===== config.mk =====
export PLATFORM = sky130hd
export DESIGN_NAME = frame_addr_gen
export DESIGN_NICKNAME = d
export VERILOG_FILES = /design/src/rtl/frame_addr_gen.sv
export SDC_FILE = /design/constraint.sdc
export NUM_CORES = 1
export LEC_CHECK = 0
export BUFFER_PORTS_ARGS = -buffer_cell sky130_fd_sc_hd__buf_2
export CAP_MARGIN = 5
export CORE_UTILIZATION = 30
export CTS_CLUSTER_SIZE = 8
export DETAILED_ROUTE_END_ITERATION = 12
export PLACE_DENSITY = 0.53
export SLEW_MARGIN = 20
export SYNTH_ARGS = -nofsm -noshare
export SYNTH_HDL_FRONTEND = slang
export SYNTH_SLANG_ARGS = --single-unit

===== constraint.sdc =====
create_clock -name CLK25 -period 2.15 [get_ports CLK25]
set_input_delay 0.43 -clock CLK25 [delete_from_list [all_inputs] [get_ports CLK25]]
set_output_delay 0.43 -clock CLK25 [all_outputs]
set_load 0.02 [all_outputs]

===== src/rtl/frame_addr_gen.sv =====
// frame_addr_gen: frame-buffer write-address generator for the camera capture path.
// It counts qualified pixels between active-low vsync pulses and tracks the input
// column and row. Every DECIM-th pixel on every DECIM-th line is kept. Each kept
// pixel produces a registered linear address with a one-cycle write strobe.
// Optional feature: define FRAME_ADDR_GEN_MIRROR_EN to write each output line
// right-to-left (horizontal mirror). Without it, no mirror logic is built.
module frame_addr_gen #(
    parameter int H_ACTIVE = 320,
    parameter int V_ACTIVE = 240,
    parameter int DECIM    = 1,
    parameter int ADDR_W   = 17
) (
    input  logic              CLK25,
    input  logic              reset,
    input  logic              enable,
    input  logic              vsync,
    output logic [ADDR_W-1:0] address,
    output logic              wr_en,
    output logic              frame_done,
    output logic              overflow,
    output logic              busy
);

    localparam int OUT_W = H_ACTIVE / DECIM;
    localparam int OUT_H = V_ACTIVE / DECIM;
    localparam int XW    = (H_ACTIVE > 1) ? $clog2(H_ACTIVE) : 1;
    localparam int YW    = (V_ACTIVE > 1) ? $clog2(V_ACTIVE) : 1;
    localparam int OXW   = (OUT_W > 1) ? $clog2(OUT_W) : 1;

    localparam logic [XW-1:0]     X_LAST        = XW'(H_ACTIVE - 1);
    localparam logic [YW-1:0]     Y_LAST        = YW'(V_ACTIVE - 1);
    // DECIM is 1, 2 or 4, so "coordinate mod DECIM == 0" is a low-bit mask test.
    localparam logic [XW-1:0]     X_MASK        = XW'(DECIM - 1);
    localparam logic [YW-1:0]     Y_MASK        = YW'(DECIM - 1);
    localparam logic [OXW-1:0]    OX_LAST       = OXW'(OUT_W - 1);
    localparam logic [ADDR_W-1:0] ROW_STEP      = ADDR_W'(OUT_W);
    // The last output pixel is the last column of the row that starts here.
    localparam logic [ADDR_W-1:0] LAST_ROW_BASE = ADDR_W'((OUT_H - 1) * OUT_W);

    typedef enum logic [1:0] {
        ST_IDLE,
        ST_FRAME,
        ST_DONE
    } state_t;

    state_t            state_reg;
    logic [XW-1:0]     x_reg;
    logic [YW-1:0]     y_reg;
    logic [OXW-1:0]    ox_reg;
    logic [ADDR_W-1:0] row_base_reg;

    logic              kept;
    logic              last_out;
    logic [ADDR_W-1:0] kept_addr;

    // Decode whether the current input pixel survives decimation, whether it is
    // the final output pixel, and where it lands in the frame buffer.
    always_comb begin
        kept      = ((x_reg & X_MASK) == '0) && ((y_reg & Y_MASK) == '0);
        last_out  = (ox_reg == OX_LAST) && (row_base_reg == LAST_ROW_BASE);
`ifdef FRAME_ADDR_GEN_MIRROR_EN
        kept_addr = row_base_reg + (ADDR_W'(OUT_W - 1) - ADDR_W'(ox_reg));
`else
        kept_addr = row_base_reg + ADDR_W'(ox_reg);
`endif
    end

    // Frame FSM with counters and registered outputs; vsync low restarts the
    // frame from any state and always suppresses the write in that cycle.
    always_ff @(posedge CLK25 or posedge reset) begin
        if (reset) begin
            state_reg    <= ST_IDLE;
            x_reg        <= '0;
            y_reg        <= '0;
            ox_reg       <= '0;
            row_base_reg <= '0;
            address      <= '0;
            wr_en        <= 1'b0;
            frame_done   <= 1'b0;
            overflow     <= 1'b0;
            busy         <= 1'b0;
        end else begin
            wr_en      <= 1'b0;
            frame_done <= 1'b0;
            if (!vsync) begin
                x_reg        <= '0;
                y_reg        <= '0;
                ox_reg       <= '0;
                row_base_reg <= '0;
                overflow     <= 1'b0;
                state_reg    <= ST_FRAME;
                busy         <= 1'b1;
            end else if (enable) begin
                case (state_reg)
                    ST_FRAME: begin
                        if (x_reg == X_LAST) begin
                            x_reg <= '0;
                            y_reg <= (y_reg == Y_LAST) ? '0 : y_reg + 1'b1;
                        end else begin
                            x_reg <= x_reg + 1'b1;
                        end
                        if (kept) begin
                            address <= kept_addr;
                            wr_en   <= 1'b1;
                            if (ox_reg == OX_LAST) begin
                                ox_reg       <= '0;
                                row_base_reg <= row_base_reg + ROW_STEP;
                            end else begin
                                ox_reg <= ox_reg + 1'b1;
                            end
                            if (last_out) begin
                                frame_done <= 1'b1;
                                state_reg  <= ST_DONE;
                                busy       <= 1'b0;
                            end
                        end
                    end
                    ST_DONE: begin
                        overflow <= 1'b1;
                    end
                    default: begin
                        // IDLE: pixels are ignored until a vsync low is seen.
                    end
                endcase
            end
        end
    end

endmodule


==> metrics.sh, run 1 <==
TRITONCTS_NUM_SINKS=42
CLOCK-ROOT-BUFFER='clkbuf_8'
FAILING_CHECKS='design-rule violations'
CRITICAL-PATH-MAX-STAGE-DELAY_NS=0.50
NUM_ANTENNA_CELLS=0
SHARE_CLK_OF_TOTAL_POWER=0.393
SEQPWRFRAC=0.512
DRIVE_ABOVE_1_SHARE=0.173
GRT.OVERFLOW.TOTAL=0
ANTENNA_VIOLATING_NETS_REMAINING=0
WORSTPATHMAXFANOUT=15
NUM_ROWS=29
COMB_POWER_SHARE=0.095
STATUS='finished with violations'
CTS_MAX_LEVEL=2
SETUP_VIOL_COUNT_FINAL=0
TIMING.FINAL.WS_SETUP_NS=0.191
DIE_WIDTH_UM=84.8
FLOORPLAN.DIE.HEIGHT_UM=84.8
SYNTH.AREA.TOP_CELLS='dfrtp_1 51%, nand2_1 6.4%, a21oi_1 4.1%, o21ai_0 4.1%, or4_1 3.3%'
ASYNC_FLOP_SHARE=1.00
SYNTHESIS.AREA_PER_INSTANCE_UM2=9.52
SETUP.WORST_PATH.START_CLASS='register'
DIE-AREA_UM2=7190
SYNTH_WARNINGS=0
WORSTPATHREQUIRED_NS=2.37
CTS_TREE='done'
SYNTHMOSTINSTANTIATEDCELL='dfrtp_1'
TOP_LEVEL_PORTS=25
CLKTRANSATPATHREGS_NS=0.09
MAX_REG_FLOPS=17
P_SWITCHING_W=0.000427
NETLIST_TOP_CELLS_COUNT='42 x dfrtp_1, 35 x nand2_1, 17 x a21oi_1, 17 x o21ai_0, 14 x nor2_1'
DP_HPWL_MM=2.99
SETUP.WORST_PATH.CLASS='register to register'
SYN_INST=216
SYNTH-MAIN-FF-CELL='dfrtp_1'
ROUTED-VIA-COUNT=1634
CLK-INSERTION-DELAY-LATE_NS=0.30
TIMING.SLEW.HEADROOM=0.630
CRITICAL_PATH.N_BUFFERS_INVERTERS=1
SETUP.WORST_PATH.END_CLASS='register'
TIMING.FINAL.MAX_SLEW_VIOLATIONS=0
WIRE_LENGTH_OF_THE_FIRST_GLOBAL_ROUTING_PASS_MM=7.53
FILLER_CELL_COUNT=669
SETUP_TNS_NS=0
DRT_DRC_VIOLATIONS_LEFT=2
WORSTREG2REGEND='address[14]'
SYNTH_AREA_UM2=2060
NUMBER_OF_CELLS_TRAVERSED_BY_THE_WORST_REGISTER_TO_REGISTER_PATH=6
FINALHOLDVIOLCOUNT=0
YOSYSUNIQUECELLTYPES=33
ROUTED_WIRE_LENGTH_PER_INSTANCE_UM=13.6
P_INT_W=0.00122
TIMING.FINAL.CRIT_SHARE=0.911
GRT_USE_TOTAL=0.133
DETAILEDROUTE.FIRSTPASSITERATIONCOUNT=11
VIA_TO_CELL_RATIO=5.11
MAPPEDNETLISTNETS=225
WL_MM=4.35
POWER.IR.VDD_WORST_mV=0.278
SYNTH-SEQ-AREA-SHARE=0.511
STATIC-LEAKAGE-POWER_nW=1.07
FINALCRITICALPERIOD_NS=1.96
INITIAL_UTILIZATION=0.317
TIMING.MAX_CAP.VIOLATIONS=0
GRT_SETUP_UNREPAIRED='false'
FINAL.SETUP_SKEW_NS=0.0136
SYNTH_LARGEST_TYPE_AREA_FRACTION=0.511
SYNTH_TOP_AREA_CELL='dfrtp_1'
MAXIMUM_NUMBER_OF_PINS_ON_ONE_NET_BEFORE_GLOBAL_ROUTE_REPAIR=43
R2R_START='ox_reg[7]'
POWERDENSITY_nW_PER_UM2=693
FINALWEIGHTEDCONGESTION=0.721
FINAL_NETS=251
SYNTH_EDF_COUNT=0
FLOW.AREA_GROWTH_FROM_SYNTHESIS_PCT=15.4
HOLD_PATH.CLASS='input pin to async pin'
CLOCKBUFFERDEPTH=2
DRTITER0DRC=94
FMAX_MHz=510
WP_DATA_ARRIVAL_NS=2.18
SHARE_OF_TOTAL_POWER_CONSUMED_BY_NET_SWITCHING=0.260
TIGHTEST_SLEW_NS=0.556
PATH_DELAY_FAMILY='simple AND/OR/NAND/NOR gates'
PLACEABLECOREAREA_UM2=6490
ANTENNA_VIOLATIONS_BEFORE_REPAIR=0
P_TOTAL_W=0.00164
CP_CELL_SEQUENCE='ha_1 > a21o_1 > a21oi_1 > buf_4 > or4_1 > a31oi_1'
CTS_BUFFERS=5
CP_SLOWEST_CELL='or4_1'
R2R_SLACK_NS=0.19
PLACEMENT.IO_BUFFERS=24
SYNTH_SEQ_CELLS=42
PLACE_WS_NS=0.178
NUMBER_OF_GLOBAL_ROUTE_VIAS_BEFORE_REPAIR=1548
==> kinds of logic after synthesis <==
kind of cell             after synthesis  share of synthesized area
adder cells (fa/ha/maj)                5                     0.0304
multiplexers                           1                    0.00547
flip-flops                            42                      0.511
AND/OR/NAND/NOR                       86                      0.211
XOR/XNOR                               8                     0.0341
buffers and inverters                 17                     0.0383
AO/OA/AOI/OAI                         57                      0.170
==> timing repair <==
action                     4_1_cts  5_1_grt
setup endpoints to repair        0        1
gates resized for setup          0        1
setup buffers                    0        0
hold buffers                     0        0
hold endpoints to repair         0        0
==> final cells by class <==
class,instances,area (um2),share of cell area
clock inverter,3,43.8,0.0185
timing repair buffer,29,158,0.0664
clock buffer,5,68.8,0.0290
sequential,42,1050,0.443
inverter,7,26.3,0.0111
multi-input combinational,157,930,0.392
tap,77,96.3,0.0406
==> stage by stage <==
step           instance area, um2  instances  hold WS (ns)   util
2_1_floorplan                2060        216         0.481      -
3_3_place_gp                 2260        312         0.453  0.348
3_5_place_dp                 2260        312         0.457  0.348
4_1_cts                      2370        320         0.267  0.365
5_1_grt                      2370        320         0.300  0.365
6_report                     2370        320         0.245  0.365
==> worst max-delay path by stage <==
stage / startpoint / to / slack, ns / cells past startpoint
6_report: ox_reg[7] / address[14] / 0.19 / 6
3_5_place_dp: ox_reg[0] / row_base_reg[16] / 0.18 / 5
5_1_grt: ox_reg[0] / row_base_reg[13] / 0.04 / 5
2_1_floorplan: ox_reg[7] / address[12] / 0.33 / 6
4_1_cts: ox_reg[0] / row_base_reg[16] / 0.14 / 5
3_3_place_gp: ox_reg[0] / row_base_reg[11] / 0.24 / 5
==> cell usage in the layout (no fill, tap or decap), types with 2 or more instances in the layout <==
master | Yosys | layout
xor2_1 | 2 | 2
or3_1 | 8 | 8
dfrtp_1 | 42 | 42
inv_1 | 6 | 6
o211ai_1 | 3 | 3
buf_2 | 0 | 24
nand4_1 | 3 | 3
nand3_1 | 8 | 8
o31ai_1 | 8 | 8
nor2_1 | 14 | 14
xnor2_1 | 6 | 6
clkbuf_8 | 0 | 5
a21oi_1 | 17 | 17
ha_1 | 5 | 4
o21ai_0 | 17 | 17
buf_4 | 0 | 5
or4_1 | 9 | 9
a21o_1 | 2 | 2
a31oi_1 | 7 | 7
nand2_1 | 35 | 35
==> layer usage <==
| layer | part of all wire | wire (um) | track usage |
|---|---|---|---|
| met5 | 0 | 0 | 0 |
| met4 | 0.017 | 76 | 0.0508 |
| met3 | 0.030 | 130 | 0.0305 |
| met2 | 0.42 | 1830 | 0.193 |
| met1 | 0.53 | 2310 | 0.194 |
==> power groups by stage <==
stage,Combinational [W],Sequential (W),Clock (W)
after floorplan,0.0000748,0.000887,0
after global placement,0.000159,0.000857,0
after detailed placement,0.000158,0.000858,0
after CTS,0.000159,0.000843,0.000660
after global routing,0.000174,0.000848,0.000685
final,0.000156,0.000842,0.000646
==> worst register-to-register path, cell delays in order, from the launching register on <==
cell and delay (ns):
dfrtp_1 0.46, ha_1 0.35, a21o_1 0.15, a21oi_1 0.07, buf_4 0.17, or4_1 0.50
a31oi_1 0.17
Power figures use the tool's default switching activity.
==> run 2: changes to the inputs <==
MAX_ROUTING_LAYER = met4   (was default)
SLEW_MARGIN = default   (was 20)
==> run 2 against run 1 <==
  * The flow still finishes with violations (design-rule violations)
  * Clock-buffer cell count unchanged
  * Non-clock buffer count unchanged
  * Clock skew about the same
  * Critical path type unchanged
  * Largest power group unchanged
  * Highest routed layer unchanged
==> metrics.sh, run 2 (synthesis gave the netlist of run 1 again) <==
P_TOTAL_W=0.00164
FILLER_CELL_COUNT=669
FLOW.AREA_GROWTH_FROM_SYNTHESIS_PCT=15.4
PLACE_INST=312
POWERDENSITY_nW_PER_UM2=693
TIMING.SLEW.HEADROOM=0.630
POWER.IR.VDD_WORST_mV=0.278
NUM_ROWS=29
HOLD_PATH.CLASS='input pin to async pin'
TIMING.FINAL.WS_SETUP_NS=0.191
CTS_MAX_LEVEL=2
SETUP.WORST_PATH.CLASS='register to register'
DRIVE_ABOVE_1_SHARE=0.173
CRITICAL-PATH-MAX-STAGE-DELAY_NS=0.50
CLKTRANSATPATHREGS_NS=0.09
WP_DATA_ARRIVAL_NS=2.18
FF_LATCH_AREA_UM2=1050
DIE_WIDTH_UM=84.8
PLACE_WS_NS=0.178
ANTENNA_VIOLATING_NETS_REMAINING=0
NUMBER_OF_GLOBAL_ROUTE_VIAS_BEFORE_REPAIR=1548
MULTI_INPUT_AREA_UM2=930
WORSTPATHMAXFANOUT=15
STATUS='finished with violations'
WL_MM=4.35
MIN_HOLD_SLACK_NS=0.245
FINAL_COMMON_CELL='dfrtp_1'
CP_SLOWEST_CELL='or4_1'
FINALHOLDVIOLCOUNT=0
FMAX_MHz=510
FINALWEIGHTEDCONGESTION=0.730
MAX_REG_FLOPS=17
TRITONCTS_NUM_SINKS=42
ROUTED-VIA-COUNT=1633
GRT_USE_TOTAL=0.137
MOST-COMMON-LAYOUT-CELLS='42 x dfrtp_1, 35 x nand2_1, 24 x buf_2, 17 x o21ai_0, 17 x a21oi_1'
TIMING.MAX_CAP.VIOLATIONS=0
INITIAL_UTILIZATION=0.317
NUM_ANTENNA_CELLS=0
FINAL.SETUP_SKEW_NS=0.0135
ROUTED_WIRE_LENGTH_PER_INSTANCE_UM=13.6
FLOORPLAN.DIE.HEIGHT_UM=84.8
WORSTPATHREQUIRED_NS=2.37
DIE-AREA_UM2=7190
GRT.OVERFLOW.TOTAL=0
SETUP.WORST_PATH.END_CLASS='register'
CTS_BUFFERS=5
TOP_LEVEL_PORTS=25
VIA_TO_CELL_RATIO=5.10
POSTCTSSETUPBUFFERS=0
PLACEMENT.IO_BUFFERS=24
CLK-INSERTION-DELAY-LATE_NS=0.31
GRT_SETUP_UNREPAIRED='false'
POST_LAYOUT_NONFILLER_INSTANCES=320
DRTITER0DRC=94
FINALCRITICALPERIOD_NS=1.96
CTS_TREE='done'
SETUP_TNS_NS=0
PLACEABLECOREAREA_UM2=6490
DP_HPWL_MM=2.99
WIRE_LENGTH_OF_THE_FIRST_GLOBAL_ROUTING_PASS_MM=7.53
DETAILEDROUTE.FIRSTPASSITERATIONCOUNT=10
MAXIMUM_NUMBER_OF_PINS_ON_ONE_NET_BEFORE_GLOBAL_ROUTE_REPAIR=43
CLOCKBUFFERDEPTH=2
DRT_DRC_VIOLATIONS_LEFT=2
CP_CELL_SEQUENCE='ha_1 > a21o_1 > a21oi_1 > buf_4 > or4_1 > a31oi_1'
TIMING.FINAL.MAX_SLEW_VIOLATIONS=0
FINAL_NETS=251
TIMING.FINAL.CRIT_SHARE=0.911
SETUP.WORST_PATH.START_CLASS='register'
SETUP_VIOL_COUNT_FINAL=0
CLOCK-ROOT-BUFFER='clkbuf_8'
TIGHTEST_SLEW_NS=0.556
ANTENNA_VIOLATIONS_BEFORE_REPAIR=0
STATIC-LEAKAGE-POWER_nW=1.07
FAILING_CHECKS='design-rule violations'
==> run 2: cell counts in the layout (fill, tap and decap cells not counted) <==
Identical to the previous run, type by type.
==> run 2: worst paths after layout <==
path                             from  slack (ns)          end  depth (start not counted)
min in group CLK25             enable        0.42     overflow                          3
min                             reset        0.24    ox_reg[3]                          3
min reg2reg                address[5]        0.47   address[5]                          2
max in group asynchronous       reset        1.53  address[16]                          3
max                         ox_reg[7]        0.19  address[14]                          6
max reg2reg                 ox_reg[7]        0.19  address[14]                          6
==> run 2: power by group <==
| part | switching [W] | internal (W) |
|---|---|---|
| Clock | 0.000298 | 0.000348 |
| Sequential | 0.0000217 | 0.000820 |
| Combinational | 0.000108 | 0.0000483 |
==> run 2: layout make-up <==
cell class              instances  share of cell area
inverters                       7              0.0111
multi-input cells             157               0.392
clock inverters                 3              0.0185
flip-flops and latches         42               0.443
well taps                      77              0.0406
repair buffers                 29              0.0664
clock buffers                   5              0.0290
==> run 2: critical path, delay by kind of cell, from the launching register on <==
kind                     cells  cell delay, ns
buffers and inverters        1            0.17
AO/OA/AOI/OAI                3            0.39
flip-flops                   1            0.46
AND/OR/NAND/NOR              1            0.50
adder cells (fa/ha/maj)      1            0.35
==> run 2: per-stage QoR <==
step | util | area [um2]
after floorplan | - | 2060
after global placement | 0.348 | 2260
after detailed placement | 0.348 | 2260
after CTS | 0.365 | 2370
after global routing | 0.365 | 2370
final | 0.365 | 2370
==> run 2: layer usage <==
layer	vias to the layer above	share of wire	track usage	wire, um
met5	-	0	-	0
met4	0	0.017	0.0508	74
met3	6	0.031	0.0305	136
met2	24	0.42	0.193	1830
met1	768	0.53	0.194	2310
li1	835	-	-	-
==> run 2: repair_timing <==
action | 4_1_cts | 5_1_grt
hold endpoints to repair | 0 | 0
hold buffers | 0 | 0
resized for setup | 0 | 1
setup endpoints to repair | 0 | 1
